**config.mk**
```make
export PLATFORM = sky130hd
export DESIGN_NAME = int_div_issue_flat
export DESIGN_NICKNAME = d
export VERILOG_FILES = /design/src/rtl/int_div_issue_if.sv /design/src/rtl/int_div_issue.sv /design/src/flat_wrapper.sv
export SDC_FILE = /design/constraint.sdc
export NUM_CORES = 1
export LEC_CHECK = 0
export CELL_PAD_IN_SITES_DETAIL_PLACEMENT = 1
export CELL_PAD_IN_SITES_GLOBAL_PLACEMENT = 2
export CORE_UTILIZATION = 42
export CTS_CLUSTER_SIZE = 25
export DETAILED_ROUTE_END_ITERATION = 7
export DONT_BUFFER_PORTS = 1
export GPL_ROUTABILITY_DRIVEN = 0
export PLACE_DENSITY = 0.84
export SLEW_MARGIN = 15
export SYNTH_ARGS = -nofsm -noshare
export SYNTH_HDL_FRONTEND = slang
export SYNTH_SLANG_ARGS = --single-unit
```
**constraint.sdc**
```tcl
create_clock -name clk -period 16 [get_ports clk]
set_input_delay 4 -clock clk [delete_from_list [all_inputs] [get_ports clk]]
set_output_delay 4 -clock clk [all_outputs]
set_load 0.02 [all_outputs]
```
**src/rtl/int_div_issue_if.sv**
```systemverilog
// Bundles the core-side request/writeback signals and the divider req/ack bus.
// slave is the issue unit's view; master is the view of whoever drives it.
interface int_div_issue_if #(
    parameter int data_width    = 32,
    parameter int num_regs      = 32,
    parameter int reg_sel_width = $clog2(num_regs)
);
    logic                     req;
    logic [1:0]               op;
    logic [reg_sel_width-1:0] rd_sel;
    logic [data_width-1:0]    a;
    logic [data_width-1:0]    b;
    logic                     busy;
    logic                     ack;
    logic [data_width-1:0]    result;
    logic [reg_sel_width-1:0] rd_sel_out;
    logic                     div_req;
    logic [data_width-1:0]    div_a;
    logic [data_width-1:0]    div_b;
    logic                     div_ack;
    logic [data_width-1:0]    div_quotient;
    logic [data_width-1:0]    div_remainder;

    modport slave (
        input  req, op, rd_sel, a, b, div_ack, div_quotient, div_remainder,
        output busy, ack, result, rd_sel_out, div_req, div_a, div_b
    );

    modport master (
        output req, op, rd_sel, a, b, div_ack, div_quotient, div_remainder,
        input  busy, ack, result, rd_sel_out, div_req, div_a, div_b
    );
endinterface

```
**src/rtl/int_div_issue.sv**
```systemverilog
// Issues RISC-V DIVU/DIV/REMU/REM ops to an unsigned iterative divider, applying
// sign fix-up on return and resolving divide-by-zero / signed overflow locally.
module int_div_issue #(
    parameter int data_width    = 32,
    parameter int num_regs      = 32,
    parameter int reg_sel_width = $clog2(num_regs)
) (
    input  logic           clk,
    input  logic           rst,
    int_div_issue_if.slave bus
);
    localparam logic [data_width-1:0] MOST_NEG = {1'b1, {(data_width-1){1'b0}}};

    typedef enum logic [2:0] {
        S_IDLE,
        S_ISSUE,
        S_WAIT,
        S_DONE,
        S_BYPASS
    } state_t;

    state_t                   r_state, w_state_next;
    logic [1:0]               r_op, w_op_next;
    logic [reg_sel_width-1:0] r_tag, w_tag_next;
    logic [data_width-1:0]    r_a, w_a_next;
    logic [data_width-1:0]    r_b, w_b_next;
    logic                     r_div_zero, w_div_zero_next;
    logic                     r_busy, w_busy_next;
    logic                     r_ack, w_ack_next;
    logic [data_width-1:0]    r_result, w_result_next;
    logic [reg_sel_width-1:0] r_rd_sel_out, w_rd_sel_out_next;
    logic                     r_div_req, w_div_req_next;
    logic [data_width-1:0]    r_div_a, w_div_a_next;
    logic [data_width-1:0]    r_div_b, w_div_b_next;

    logic                     w_in_zero;
    logic                     w_in_ovf;
    logic                     w_neg_a;
    logic                     w_neg_b;
    logic                     w_neg_res;
    logic [data_width-1:0]    w_mag_a;
    logic [data_width-1:0]    w_mag_b;
    logic [data_width-1:0]    w_div_sel;
    logic [data_width-1:0]    w_fixed;
    logic [data_width-1:0]    w_bypass_res;

    assign w_in_zero = (bus.b == '0);
    assign w_in_ovf  = bus.op[0] && (bus.a == MOST_NEG) && (bus.b == '1);

    // op[0] marks the signed variants; op[1] selects remainder over quotient.
    assign w_neg_a   = r_op[0] & r_a[data_width-1];
    assign w_neg_b   = r_op[0] & r_b[data_width-1];
    assign w_mag_a   = w_neg_a ? -r_a : r_a;
    assign w_mag_b   = w_neg_b ? -r_b : r_b;
    assign w_div_sel = r_op[1] ? bus.div_remainder : bus.div_quotient;
    assign w_neg_res = r_op[1] ? w_neg_a : (w_neg_a ^ w_neg_b);
    assign w_fixed   = w_neg_res ? -w_div_sel : w_div_sel;

    assign w_bypass_res = r_div_zero ? (r_op[1] ? r_a : '1)
                                     : (r_op[1] ? '0  : r_a);

    always_ff @(posedge clk or posedge rst) begin
        if (rst) begin
            r_state <= S_IDLE;
        end else begin
            r_state <= w_state_next;
        end
    end

    always_comb begin
        w_state_next      = r_state;
        w_op_next         = r_op;
        w_tag_next        = r_tag;
        w_a_next          = r_a;
        w_b_next          = r_b;
        w_div_zero_next   = r_div_zero;
        w_busy_next       = r_busy;
        w_ack_next        = 1'b0;
        w_result_next     = r_result;
        w_rd_sel_out_next = r_rd_sel_out;
        w_div_req_next    = 1'b0;
        w_div_a_next      = r_div_a;
        w_div_b_next      = r_div_b;

        unique case (r_state)
            // DONE is the ack cycle; busy is already low so a new op may start here.
            S_IDLE, S_DONE: begin
                w_state_next = S_IDLE;
                if (bus.req) begin
                    w_op_next       = bus.op;
                    w_tag_next      = bus.rd_sel;
                    w_a_next        = bus.a;
                    w_b_next        = bus.b;
                    w_div_zero_next = w_in_zero;
                    w_busy_next     = 1'b1;
                    w_state_next    = (w_in_zero || w_in_ovf) ? S_BYPASS : S_ISSUE;
                end
            end
            S_ISSUE: begin
                w_div_req_next = 1'b1;
                w_div_a_next   = w_mag_a;
                w_div_b_next   = w_mag_b;
                w_state_next   = S_WAIT;
            end
            S_WAIT: begin
                if (bus.div_ack) begin
                    w_ack_next        = 1'b1;
                    w_result_next     = w_fixed;
                    w_rd_sel_out_next = r_tag;
                    w_busy_next       = 1'b0;
                    w_state_next      = S_DONE;
                end
            end
            S_BYPASS: begin
                w_ack_next        = 1'b1;
                w_result_next     = w_bypass_res;
                w_rd_sel_out_next = r_tag;
                w_busy_next       = 1'b0;
                w_state_next      = S_DONE;
            end
            default: begin
                w_state_next = S_IDLE;
            end
        endcase
    end

    always_ff @(posedge clk or posedge rst) begin
        if (rst) begin
            r_op         <= '0;
            r_tag        <= '0;
            r_a          <= '0;
            r_b          <= '0;
            r_div_zero   <= 1'b0;
            r_busy       <= 1'b0;
            r_ack        <= 1'b0;
            r_result     <= '0;
            r_rd_sel_out <= '0;
            r_div_req    <= 1'b0;
            r_div_a      <= '0;
            r_div_b      <= '0;
        end else begin
            r_op         <= w_op_next;
            r_tag        <= w_tag_next;
            r_a          <= w_a_next;
            r_b          <= w_b_next;
            r_div_zero   <= w_div_zero_next;
            r_busy       <= w_busy_next;
            r_ack        <= w_ack_next;
            r_result     <= w_result_next;
            r_rd_sel_out <= w_rd_sel_out_next;
            r_div_req    <= w_div_req_next;
            r_div_a      <= w_div_a_next;
            r_div_b      <= w_div_b_next;
        end
    end

    assign bus.busy       = r_busy;
    assign bus.ack        = r_ack;
    assign bus.result     = r_result;
    assign bus.rd_sel_out = r_rd_sel_out;
    assign bus.div_req    = r_div_req;
    assign bus.div_a      = r_div_a;
    assign bus.div_b      = r_div_b;
endmodule
```
**src/flat_wrapper.sv**
```systemverilog
// flat-port wrapper written by rule: the top's interface ports become plain ports
module int_div_issue_flat 
#(
    parameter int data_width    = 32,
    parameter int num_regs      = 32,
    parameter int reg_sel_width = $clog2(num_regs)
)
  (clk, rst, bus_req, bus_op, bus_rd_sel, bus_a, bus_b, bus_div_ack, bus_div_quotient, bus_div_remainder, bus_busy, bus_ack, bus_result, bus_rd_sel_out, bus_div_req, bus_div_a, bus_div_b);
  int_div_issue_if #(.data_width(data_width), .num_regs(num_regs), .reg_sel_width(reg_sel_width)) bus_i ();
  input  logic clk;
  input  logic rst;
  input wire logic [$bits(bus_i.req)-1:0] bus_req;
  input wire logic [$bits(bus_i.op)-1:0] bus_op;
  input wire logic [$bits(bus_i.rd_sel)-1:0] bus_rd_sel;
  input wire logic [$bits(bus_i.a)-1:0] bus_a;
  input wire logic [$bits(bus_i.b)-1:0] bus_b;
  input wire logic [$bits(bus_i.div_ack)-1:0] bus_div_ack;
  input wire logic [$bits(bus_i.div_quotient)-1:0] bus_div_quotient;
  input wire logic [$bits(bus_i.div_remainder)-1:0] bus_div_remainder;
  output wire logic [$bits(bus_i.busy)-1:0] bus_busy;
  output wire logic [$bits(bus_i.ack)-1:0] bus_ack;
  output wire logic [$bits(bus_i.result)-1:0] bus_result;
  output wire logic [$bits(bus_i.rd_sel_out)-1:0] bus_rd_sel_out;
  output wire logic [$bits(bus_i.div_req)-1:0] bus_div_req;
  output wire logic [$bits(bus_i.div_a)-1:0] bus_div_a;
  output wire logic [$bits(bus_i.div_b)-1:0] bus_div_b;
  assign bus_i.req = bus_req;
  assign bus_i.op = bus_op;
  assign bus_i.rd_sel = bus_rd_sel;
  assign bus_i.a = bus_a;
  assign bus_i.b = bus_b;
  assign bus_i.div_ack = bus_div_ack;
  assign bus_i.div_quotient = bus_div_quotient;
  assign bus_i.div_remainder = bus_div_remainder;
  assign bus_busy = bus_i.busy;
  assign bus_ack = bus_i.ack;
  assign bus_result = bus_i.result;
  assign bus_rd_sel_out = bus_i.rd_sel_out;
  assign bus_div_req = bus_i.div_req;
  assign bus_div_a = bus_i.div_a;
  assign bus_div_b = bus_i.div_b;
  int_div_issue #(.data_width(data_width), .num_regs(num_regs), .reg_sel_width(reg_sel_width)) u_core (.clk(clk), .rst(rst), .bus(bus_i));
endmodule
```
==> run_results.csv, run 1 <==
group,metric,value,unit
cells_and_area,final_cell_mix,"dfrtp_1, nand2_1, o21ai_0",
setup_path,critPathSlowestCell,"a222oi_1",
sta,finalSetupTns,0,ns
drt,ant_nets,0,
floorplanning,start_util,43.3,%
cells_and_area,layout.cells.non_filler,1339,
setup_path,start_kind,"primary input",
drt,dr.pass1.iters,4,
setup_path,cp_common_cell,"a31oi_1",
sta,finClkSkew,0.0138,ns
sta,holdWs,0.467,ns
cells_and_area,diodes,0,
floorplanning,rows,55,
synthesis,yosysTopAreaCell,"dfrtp_1",
clocking,root_buffer,"clkbuf_16",
clocking,cts_tree,"built",
synthesis,dominantRegCellSynth,"dfrtp_1",
grt,antenna_found_initial,0,
cells_and_area,area.growth.synth_to_final,7.64,%
cells_and_area,regArea,4480,um^2
min_path,hold_path_class,"flip-flop to flip-flop",
sta,setup-violations-final,0,
sta,tightest_slew,1.08,ns
grt,track_usage,25.8,%
synthesis,synth-edff-count,0,
grt,grt_pass1_wl,47.2,mm
synthesis,synth_top_area_share,45.3,%
drt,avgRoutedWirePerCell,22.7,um
synthesis,syn_nets,1190,
synthesis,syn_area,9880,um^2
setup_path,path_cells,"or4b_1 > a222oi_1 > and4_1 > a31oi_1 > xor2_1 > a31oi_1",
clocking,postCtsSetupBuffers,0,
drt,viasPerCell,5.83,
grt,first_global_vias,8079,
setup_path,cp.arrival,6.31,ns
placement,post-place-ws,9.45,ns
setup_path,path_class,"primary input to flip-flop",
power_and_ir_drop,leakage,4.22,nW
sta,hold_violations,0,
setup_path,crit_path_end_kind,"flip-flop",
clocking,clk_pin_slew,0.07,ns
placement,dpl.cell_count,1309,
cells_and_area,mostFrequentLayoutCell,"dfrtp_1",
sta,slew_violations,0,
floorplanning,io_pins,243,
grt,grt_overflow,0,
synthesis,async_flop_share,100,%
sta,rsz0062_at_grt,"false",
clocking,clockBufferDepth,2,
sta,fin_crit,5.96,ns
drt,drt_iter0_markers,377,
synthesis,ys_ff_latch,179,
status,status,"finished clean",
clocking,cts_buffers,17,
drt,drc_errors,0,
cells_and_area,nFillCells,2630,
synthesis,synth_warnings,0,
synthesis,syn_area_per_cell,9.43,um^2
grt,grt_max_degree,98,
clocking,worstSkewPairLatency,0.43,ns
synthesis,syn-instance-count,1048,
placement,dp_hpwl,22.9,mm
setup_path,worst_ep_required_time,16.35,ns
floorplanning,die_area,24100,um^2
drt,vias,7812,
power_and_ir_drop,total_power,2.34,mW
sta,timing.final.ws_setup,10.04,ns
clocking,cts_sinks,179,
setup_path,critPathMaxFanout,6,
flow_run,cap_violations,0,
power_and_ir_drop,power_density,220,nW/um^2
placement,portBuffers,0,
clocking,cts_resized,0,
sta,finalCritPeriodShare,37.2,%
synthesis,synth.area.top_cells,"dfrtp_1, mux2_2, o21ai_0",
setup_path,slowest_delay,0.87,ns
synthesis,yosysSeqAreaShare,45.3,%
clocking,ctsHoldBuffers,0,
drt,routed_wl,30.4,mm
floorplanning,core,22800,um^2
cells_and_area,nNetsFinal,1157,
sta,fmax,168,MHz
sta,relSlewSlack,27.1,%
floorplanning,die_w,155,um
power_and_ir_drop,ir_drop,0.0756,mV
cells_and_area,multi_input_area,5090,um^2
cells_and_area,drive_gt1_share,12.3,%
synthesis,synth.distinct_cells,66,
floorplanning,die_h,155,um
clocking,ctsHtreeMaxLevel,4,
[report_power, final]
group	switching (mW)	internal [mW]
combinational	0.481	0.380
clock	0.185	0.218
sequential	0.402	0.675
total	1.07	1.27
[cells in the mapped netlist, types with 5 or more instances]
| cell type | count |
|---|---|
| o41ai_1 | 5 |
| nand4_1 | 9 |
| nor3b_1 | 5 |
| dfrtp_1 | 179 |
| and2_1 | 5 |
| or4_1 | 6 |
| o31ai_1 | 6 |
| nor3_1 | 32 |
| nor2_1 | 66 |
| a31oi_1 | 26 |
| nor4_1 | 23 |
| mux2_2 | 65 |
| o211ai_1 | 14 |
| mux2i_1 | 32 |
| nand3_1 | 9 |
| o21ai_1 | 18 |
| nand2b_1 | 7 |
| o21ai_0 | 126 |
| nor4b_1 | 7 |
| clkbuf_1 | 48 |
| or3_1 | 11 |
| inv_1 | 17 |
| nand2_1 | 129 |
| xnor2_1 | 40 |
| xor2_1 | 43 |
| buf_2 | 5 |
| a21oi_1 | 46 |
| nor2b_1 | 6 |
[stage by stage]
stage / cell area [um^2] / util, %
finish: 10600 / 46.6
global route: 10600 / 46.6
CTS: 10600 / 46.5
detailed placement: 10100 / 44.1
global placement: 10100 / 44.1
floorplan: 9880 / -
[critical path: cells and delay by family]
family	cells	cell delay, ns
and+or+nand+nor	2	0.99
AOI/OAI and AO/OA	3	1.16
xor gates and xnor gates	1	0.16
[logic make-up (layout without fill, tap and decap cells)]
kind of cell | count (synthesis) | in the layout | share of synthesized area [%]
simple gates | 346 | 346 | 17.6
compound gates | 264 | 264 | 15.4
flops | 179 | 179 | 45.3
mux | 97 | 97 | 10.6
xor+xnor | 83 | 83 | 7.36
buf+inv | 76 | 54 | 3.27
fa+ha+maj | 3 | 3 | 0.380
[layer usage]
| metal | wire, um | GRT usage [%] | part of all wire (%) | vias to the layer above |
|---|---|---|---|---|
| li1 | - | - | - | 3681 |
| met2 | 14200 | 40.9 | 46 | 199 |
| met4 | 557 | 6.82 | 1.8 | 0 |
| met3 | 2190 | 7.33 | 7.2 | 34 |
| met1 | 13500 | 34.4 | 44 | 3898 |
| met5 | 0 | 0 | 0 | - |
[state kept, by name, summed over array words and instances (netlist names)]
| name | count |
|---|---|
| u_core.r_state | 3 |
| u_core.bus.div_req | 1 |
| u_core.r_b | 32 |
| u_core.bus.rd_sel_out | 5 |
| u_core.r_op | 2 |
| u_core.bus.ack | 1 |
| u_core.bus.busy | 1 |
| u_core.r_tag | 5 |
| u_core.bus.result | 32 |
| u_core.r_div_zero | 1 |
| u_core.r_a | 32 |
| u_core.bus.div_b | 32 |
| u_core.bus.div_a | 32 |
[layout make-up]
type                       count  area share, %
timing repair buffer           7          0.529
sequential                   179           42.1
tap                          313           3.68
clock buffer                  19           4.16
multi-input combinational    793           47.9
inverter                      17          0.647
clock inverter                11          0.976
[final timing paths]
check	from	to	slack [ns]	cells past startpoint
max in group asynchronous	rst	u_core.r_a[23]$_DFFE_PP0P_	11.07	2
worst min-delay path	u_core.r_tag[1]$_DFFE_PP0P_	u_core.bus.rd_sel_out[1]$_DFFE_PP0P_	0.47	2
worst max-delay path	bus_div_remainder[2]	u_core.bus.result[31]$_DFFE_PP0P_	10.04	6
worst max register to register	u_core.r_op[1]$_DFFE_PP0P_	u_core.bus.result[20]$_DFFE_PP0P_	12.45	9
worst min register to register	u_core.r_tag[1]$_DFFE_PP0P_	u_core.bus.rd_sel_out[1]$_DFFE_PP0P_	0.47	2
min in group asynchronous	rst	u_core.bus.div_b[7]$_DFFE_PP0P_	3.62	1
(Power assumes the default switching activity.)
==> run 2, diff against run 1 <==
--- a/config.mk
+++ b/config.mk
@@ -7,12 +7,12 @@
 export LEC_CHECK = 0
 export CELL_PAD_IN_SITES_DETAIL_PLACEMENT = 1
 export CELL_PAD_IN_SITES_GLOBAL_PLACEMENT = 2
-export CORE_UTILIZATION = 42
+export CORE_UTILIZATION = 35
 export CTS_CLUSTER_SIZE = 25
 export DETAILED_ROUTE_END_ITERATION = 7
 export DONT_BUFFER_PORTS = 1
 export GPL_ROUTABILITY_DRIVEN = 0
-export PLACE_DENSITY = 0.84
+export PLACE_DENSITY = 0.74
 export SLEW_MARGIN = 15
 export SYNTH_ARGS = -nofsm -noshare
 export SYNTH_HDL_FRONTEND = slang
==> constraint.sdc (replaced) <==
create_clock -name clk -period 4.9 [get_ports clk]
set_input_delay 1.225 -clock clk [delete_from_list [all_inputs] [get_ports clk]]
set_output_delay 1.225 -clock clk [all_outputs]
set_load 0.02 [all_outputs]
==> run 2 against run 1 <==
Effect of this change: clock power rose to 3.4 times the previous value; cell area is 1.4% higher; final cell count up 5.2%; total power grew to 3.3 times the previous value; utilization is 7.7 points lower; combinational power grew to 3.2 times the previous value; sequential share of layout area decreased by 0.57 points; largest power group unchanged.
==> run_results.csv, run 2 (synthesis gave the netlist of run 1 again) <==
group,metric,value,unit
status,status,"finished clean",
cells_and_area,drive_gt1_share,12.5,%
setup_path,r2r_setup_slack,1.35,ns
floorplanning,io_pins,243,
clocking,cts_resized,0,
grt,first_global_vias,7741,
drt,vias,7740,
cells_and_area,final_cell_mix,"dfrtp_1, nand2_1, o21ai_0",
setup_path,cp.arrival,3.86,ns
setup_path,crit_path_end_kind,"flip-flop",
clocking,cts_tree,"built",
cells_and_area,regArea,4480,um^2
placement,post-place-ws,1.13,ns
setup_path,worst_ep_required_time,5.21,ns
floorplanning,die_h,170,um
sta,slew_violations,0,
placement,dp_hpwl,23.8,mm
clocking,ctsHoldBuffers,0,
floorplanning,start_util,35.6,%
floorplanning,core,27800,um^2
min_path,hold_path_class,"flip-flop to flip-flop",
placement,portBuffers,0,
cells_and_area,diodes,0,
grt,grt_overflow,0,
drt,ant_nets,0,
cells_and_area,final_cell_area,10800,um^2
drt,viasPerCell,5.50,
setup_path,r2r-start,"u_core.r_op[1]$_DFFE_PP0P_",
cells_and_area,nFillCells,3204,
sta,setup-violations-final,0,
drt,dr.pass1.iters,4,
drt,avgRoutedWirePerCell,22.3,um
cells_and_area,mostFrequentLayoutCell,"dfrtp_1",
power_and_ir_drop,total_power,7.73,mW
cells_and_area,layout.cells.non_filler,1408,
clocking,postCtsSetupBuffers,0,
clocking,worstSkewPairLatency,0.44,ns
setup_path,worstSetupEndpoint,"u_core.bus.result[30]$_DFFE_PP0P_",
setup_path,reg2reg_to,"u_core.bus.result[30]$_DFFE_PP0P_",
grt,track_usage,22.0,%
sta,finalCritPeriodShare,72.4,%
power_and_ir_drop,leakage,4.26,nW
sta,timing.final.ws_setup,1.35,ns
placement,placed_area,10200,um^2
clocking,clockBufferDepth,2,
grt,grt_max_degree,70,
drt,drc_errors,0,
clocking,clk_pin_slew,0.07,ns
clocking,root_buffer,"clkbuf_16",
setup_path,critPathMaxFanout,43,
cells_and_area,nNetsFinal,1159,
clocking,cts_buffers,17,
min_path,hold_depth,2,
grt,grt_pass1_wl,47.9,mm
sta,tightest_slew,1.04,ns
sta,finalSetupTns,0,ns
setup_path,ff2ff_path_depth,8,
setup_path,start_kind,"flip-flop",
sta,relSlewSlack,30.6,%
sta,finClkSkew,0.0139,ns
cells_and_area,multi_input_area,5090,um^2
clocking,ctsHtreeMaxLevel,4,
drt,routed_wl,31.4,mm
sta,fmax,282,MHz
sta,fin_crit,3.55,ns
floorplanning,rows,61,
power_and_ir_drop,power_density,717,nW/um^2
cells_and_area,final_util,38.8,%
sta,rsz0062_at_grt,"false",
setup_path,startpoint,"u_core.r_op[1]$_DFFE_PP0P_",
flow_run,cap_violations,0,
sta,hold_violations,0,
floorplanning,die_area,28900,um^2
min_path,hp-start,"u_core.r_tag[3]$_DFFE_PP0P_",
grt,antenna_found_initial,1,
clocking,cts_sinks,179,
power_and_ir_drop,ir_drop,0.272,mV
floorplanning,die_w,170,um
setup_path,path_class,"flip-flop to flip-flop",
sta,holdWs,0.472,ns
drt,drt_iter0_markers,425,
cells_and_area,area.growth.synth_to_final,9.10,%
placement,dpl.cell_count,1376,
[run 2: changes by cell type in the layout (fill, tap and decap cells not counted), moves of 2 or more]
| cell | previous run | this run |
|---|---|---|
| clkinv_4 | 0 | 4 |
| clkinvlp_4 | 5 | 2 |
| inv_8 | 0 | 3 |
| buf_12 | 0 | 2 |
[run 2: layer usage]
metal / up-vias / part of all wire [%] / GRT usage [%]
li1: 3707 / - / -
met1: 3838 / 46 / 29.4
met2: 171 / 46 / 34.7
met3: 22 / 7.0 / 6.95
met4: 2 / 1.1 / 4.35
met5: - / 0.051 / 0
[run 2: layout make-up]
cell class                      instances  share of cell area (%)
Sequential cell                       179                    41.6
Tap cell                              378                    4.39
Multi-Input combinational cell        793                    47.2
Inverter                               17                   0.627
Timing Repair Buffer                    9                   0.859
Clock buffer                           18                    3.98
Clock inverter                         14                    1.36
[run 2: where the power goes]
group          internal [mW]  switching (mW)
logic                   1.25            1.51
clock network          0.720           0.658
registers               2.20            1.39
[run 2: worst max-delay path, stage by stage, from the launching register on]
cell	delay (ns)
dfrtp_2	0.91
mux2i_1	0.36
ha_1	0.27
nor4b_1	0.32
nand2_1	0.20
a221oi_1	0.68
a41oi_1	0.27
xor2_1	0.28
o211ai_1	0.11
[run 2: worst min path at each step]
stage / to / slack [ns]
2_1_floorplan: u_core.bus.rd_sel_out[0]$_DFFE_PP0P_ / 0.43
3_3_place_gp: u_core.bus.rd_sel_out[1]$_DFFE_PP0P_ / 0.44
3_5_place_dp: u_core.bus.rd_sel_out[3]$_DFFE_PP0P_ / 0.45
4_1_cts: u_core.bus.rd_sel_out[3]$_DFFE_PP0P_ / 0.48
5_1_grt: u_core.bus.rd_sel_out[1]$_DFFE_PP0P_ / 0.51
6_report: u_core.bus.rd_sel_out[3]$_DFFE_PP0P_ / 0.47
==> run 3, diff against run 2 <==
==> constraint.sdc (replaced) <==
create_clock -name clk -period 3 [get_ports clk]
set_input_delay 0.75 -clock clk [delete_from_list [all_inputs] [get_ports clk]]
set_output_delay 0.75 -clock clk [all_outputs]
set_load 0.02 [all_outputs]
==> run 3 against run 2 <==
Effect of this change: total power is 66% higher; clock power up 64%; die area unchanged; sequential power up 61%; non-clock buffer count is 28 higher; combinational power is 74% higher; clock skew is 0.0014 ns higher; cell area is 2.4% higher; critical path depth unchanged; maximum frequency is 27% higher; global-route usage increased by 0.83 points; via count rose by 2.0%.
==> run_results.csv, run 3 (synthesis gave the netlist of run 1 again) <==
group,metric,value,unit
status,status,"finished clean",
floorplanning,die_h,170,um
clocking,ctsHtreeMaxLevel,4,
drt,ant_nets,0,
clocking,clk_pin_slew,0.08,ns
cells_and_area,drive_gt1_share,15.1,%
drt,drt_iter0_markers,343,
setup_path,start_kind,"flip-flop",
clocking,cts_sinks,179,
clocking,ctsHoldBuffers,0,
setup_path,critical_path_buf_inv_count,0,
cells_and_area,diodes,0,
clocking,clockBufferDepth,2,
drt,vias,7891,
power_and_ir_drop,total_power,12.8,mW
drt,drc_errors,0,
sta,finalSetupTns,0,ns
cells_and_area,final_cell_mix,"dfrtp_1, nand2_1, o21ai_0",
sta,finClkSkew,0.0153,ns
cells_and_area,multi_input_area,5100,um^2
clocking,root_buffer,"clkbuf_16",
sta,fin_crit,2.80,ns
clocking,worstSkewPairLatency,0.44,ns
grt,grt_max_degree,60,
power_and_ir_drop,ir_drop,0.366,mV
cells_and_area,nFillCells,3180,
grt,first_global_vias,8293,
placement,dpl.cell_count,1404,
floorplanning,start_util,35.6,%
drt,avgRoutedWirePerCell,22.6,um
drt,dr.pass1.iters,4,
floorplanning,die_area,28900,um^2
placement,dp_hpwl,25.0,mm
cells_and_area,mostFrequentLayoutCell,"dfrtp_1",
setup_path,critPathSlowestCell,"dfrtp_2",
min_path,hold_path_class,"primary input to async pin",
clocking,cts_buffers,17,
sta,tightest_slew,0.759,ns
sta,setup-violations-final,0,
cells_and_area,final_util,39.7,%
cells_and_area,area.growth.synth_to_final,11.7,%
setup_path,slowest_delay,0.58,ns
setup_path,crit_family,"compound AO/OA/AOI/OAI gates",
floorplanning,die_w,170,um
cells_and_area,layout.cells.non_filler,1436,
sta,rsz0062_at_grt,"false",
clocking,cts_tree,"built",
clocking,cts_resized,0,
grt,grt_overflow,0,
grt,antenna_found_initial,0,
floorplanning,rows,61,
clocking,postCtsSetupBuffers,0,
drt,viasPerCell,5.50,
grt,track_usage,22.8,%
drt,routed_wl,32.4,mm
placement,portBuffers,0,
setup_path,path_cells,"mux2i_1 > ha_1 > nor4b_1 > nand2_1 > a211oi_2 > a21oi_1 > xor2_1 > a31oi_1",
flow_run,cap_violations,0,
floorplanning,core,27800,um^2
power_and_ir_drop,power_density,1160,nW/um^2
sta,relSlewSlack,49.3,%
cells_and_area,regArea,4480,um^2
grt,grt_pass1_wl,49.9,mm
sta,hold_violations,0,
sta,fmax,357,MHz
setup_path,cp.arrival,3.11,ns
floorplanning,io_pins,243,
cells_and_area,nNetsFinal,1187,
setup_path,path_class,"flip-flop to flip-flop",
sta,slew_violations,0,
power_and_ir_drop,leakage,4.41,nW
setup_path,worst_ep_required_time,3.31,ns
setup_path,crit_path_end_kind,"flip-flop",
sta,finalCritPeriodShare,93.3,%
setup_path,critPathMaxFanout,14,
-- run 3: changes by cell type in the layout (fill, tap and decap cells not counted), moves of 2 or more --
cell	before	now
clkinv_4	4	1
clkinv_8	0	3
buf_12	2	4
buf_4	7	33
inv_6	4	6
-- run 3: power breakdown --
part	total, mW	internal, mW	switching, mW
Sequential	5.79	3.60	2.19
Combinational	4.79	2.18	2.61
Clock	2.26	1.12	1.14
Total	12.8	6.89	5.94
-- run 3: final cells by class --
class	instances	share of cell area, %
multi-input cells	793	46.2
flip-flops and latches	179	40.6
well taps	378	4.28
clock buffers	17	3.85
repair buffers	37	2.97
clock inverters	15	1.45
inverters	17	0.612
-- run 3: through the flow --
| stage | setup slack, ns | cell area (um^2) | hold WS, ns |
|---|---|---|---|
| final | 0.201 | 11000 | 0.237 |
| after global routing | 0.0539 | 11000 | 0.250 |
| after CTS | 0.262 | 11000 | 0.239 |
| after detailed placement | 0.200 | 10500 | 0.454 |
| after global placement | 0.274 | 10500 | 0.445 |
| after floorplan | -0.0446 | 9900 | 0.435 |
-- run 3: metal layers --
metal / GRT usage [%] / wire length [um] / vias to the layer above
met5: 0 / 0 / -
met4: 6.15 / 597 / 0
met3: 6.26 / 2040 / 34
met2: 36.4 / 15000 / 193
met1: 30.2 / 14800 / 3916
li1: - / - / 3748
-- run 3: path summary, 6_finish.rpt --
check                                                  endpoint  slack (ns)                         from  depth (start not counted)
setup / recovery              u_core.bus.result[24]$_DFFE_PP0P_        0.20   u_core.r_op[1]$_DFFE_PP0P_                          8
hold / removal                  u_core.bus.div_a[7]$_DFFE_PP0P_        0.24                          rst                          1
setup reg to reg              u_core.bus.result[24]$_DFFE_PP0P_        0.20   u_core.r_op[1]$_DFFE_PP0P_                          8
hold reg to reg            u_core.bus.rd_sel_out[1]$_DFFE_PP0P_        0.47  u_core.r_tag[1]$_DFFE_PP0P_                          2
max in group asynchronous       u_core.bus.div_a[3]$_DFFE_PP0P_        2.06                          rst                          2
min in group clk                     u_core.r_b[16]$_DFFE_PP0P_        0.43                    bus_b[16]                          2
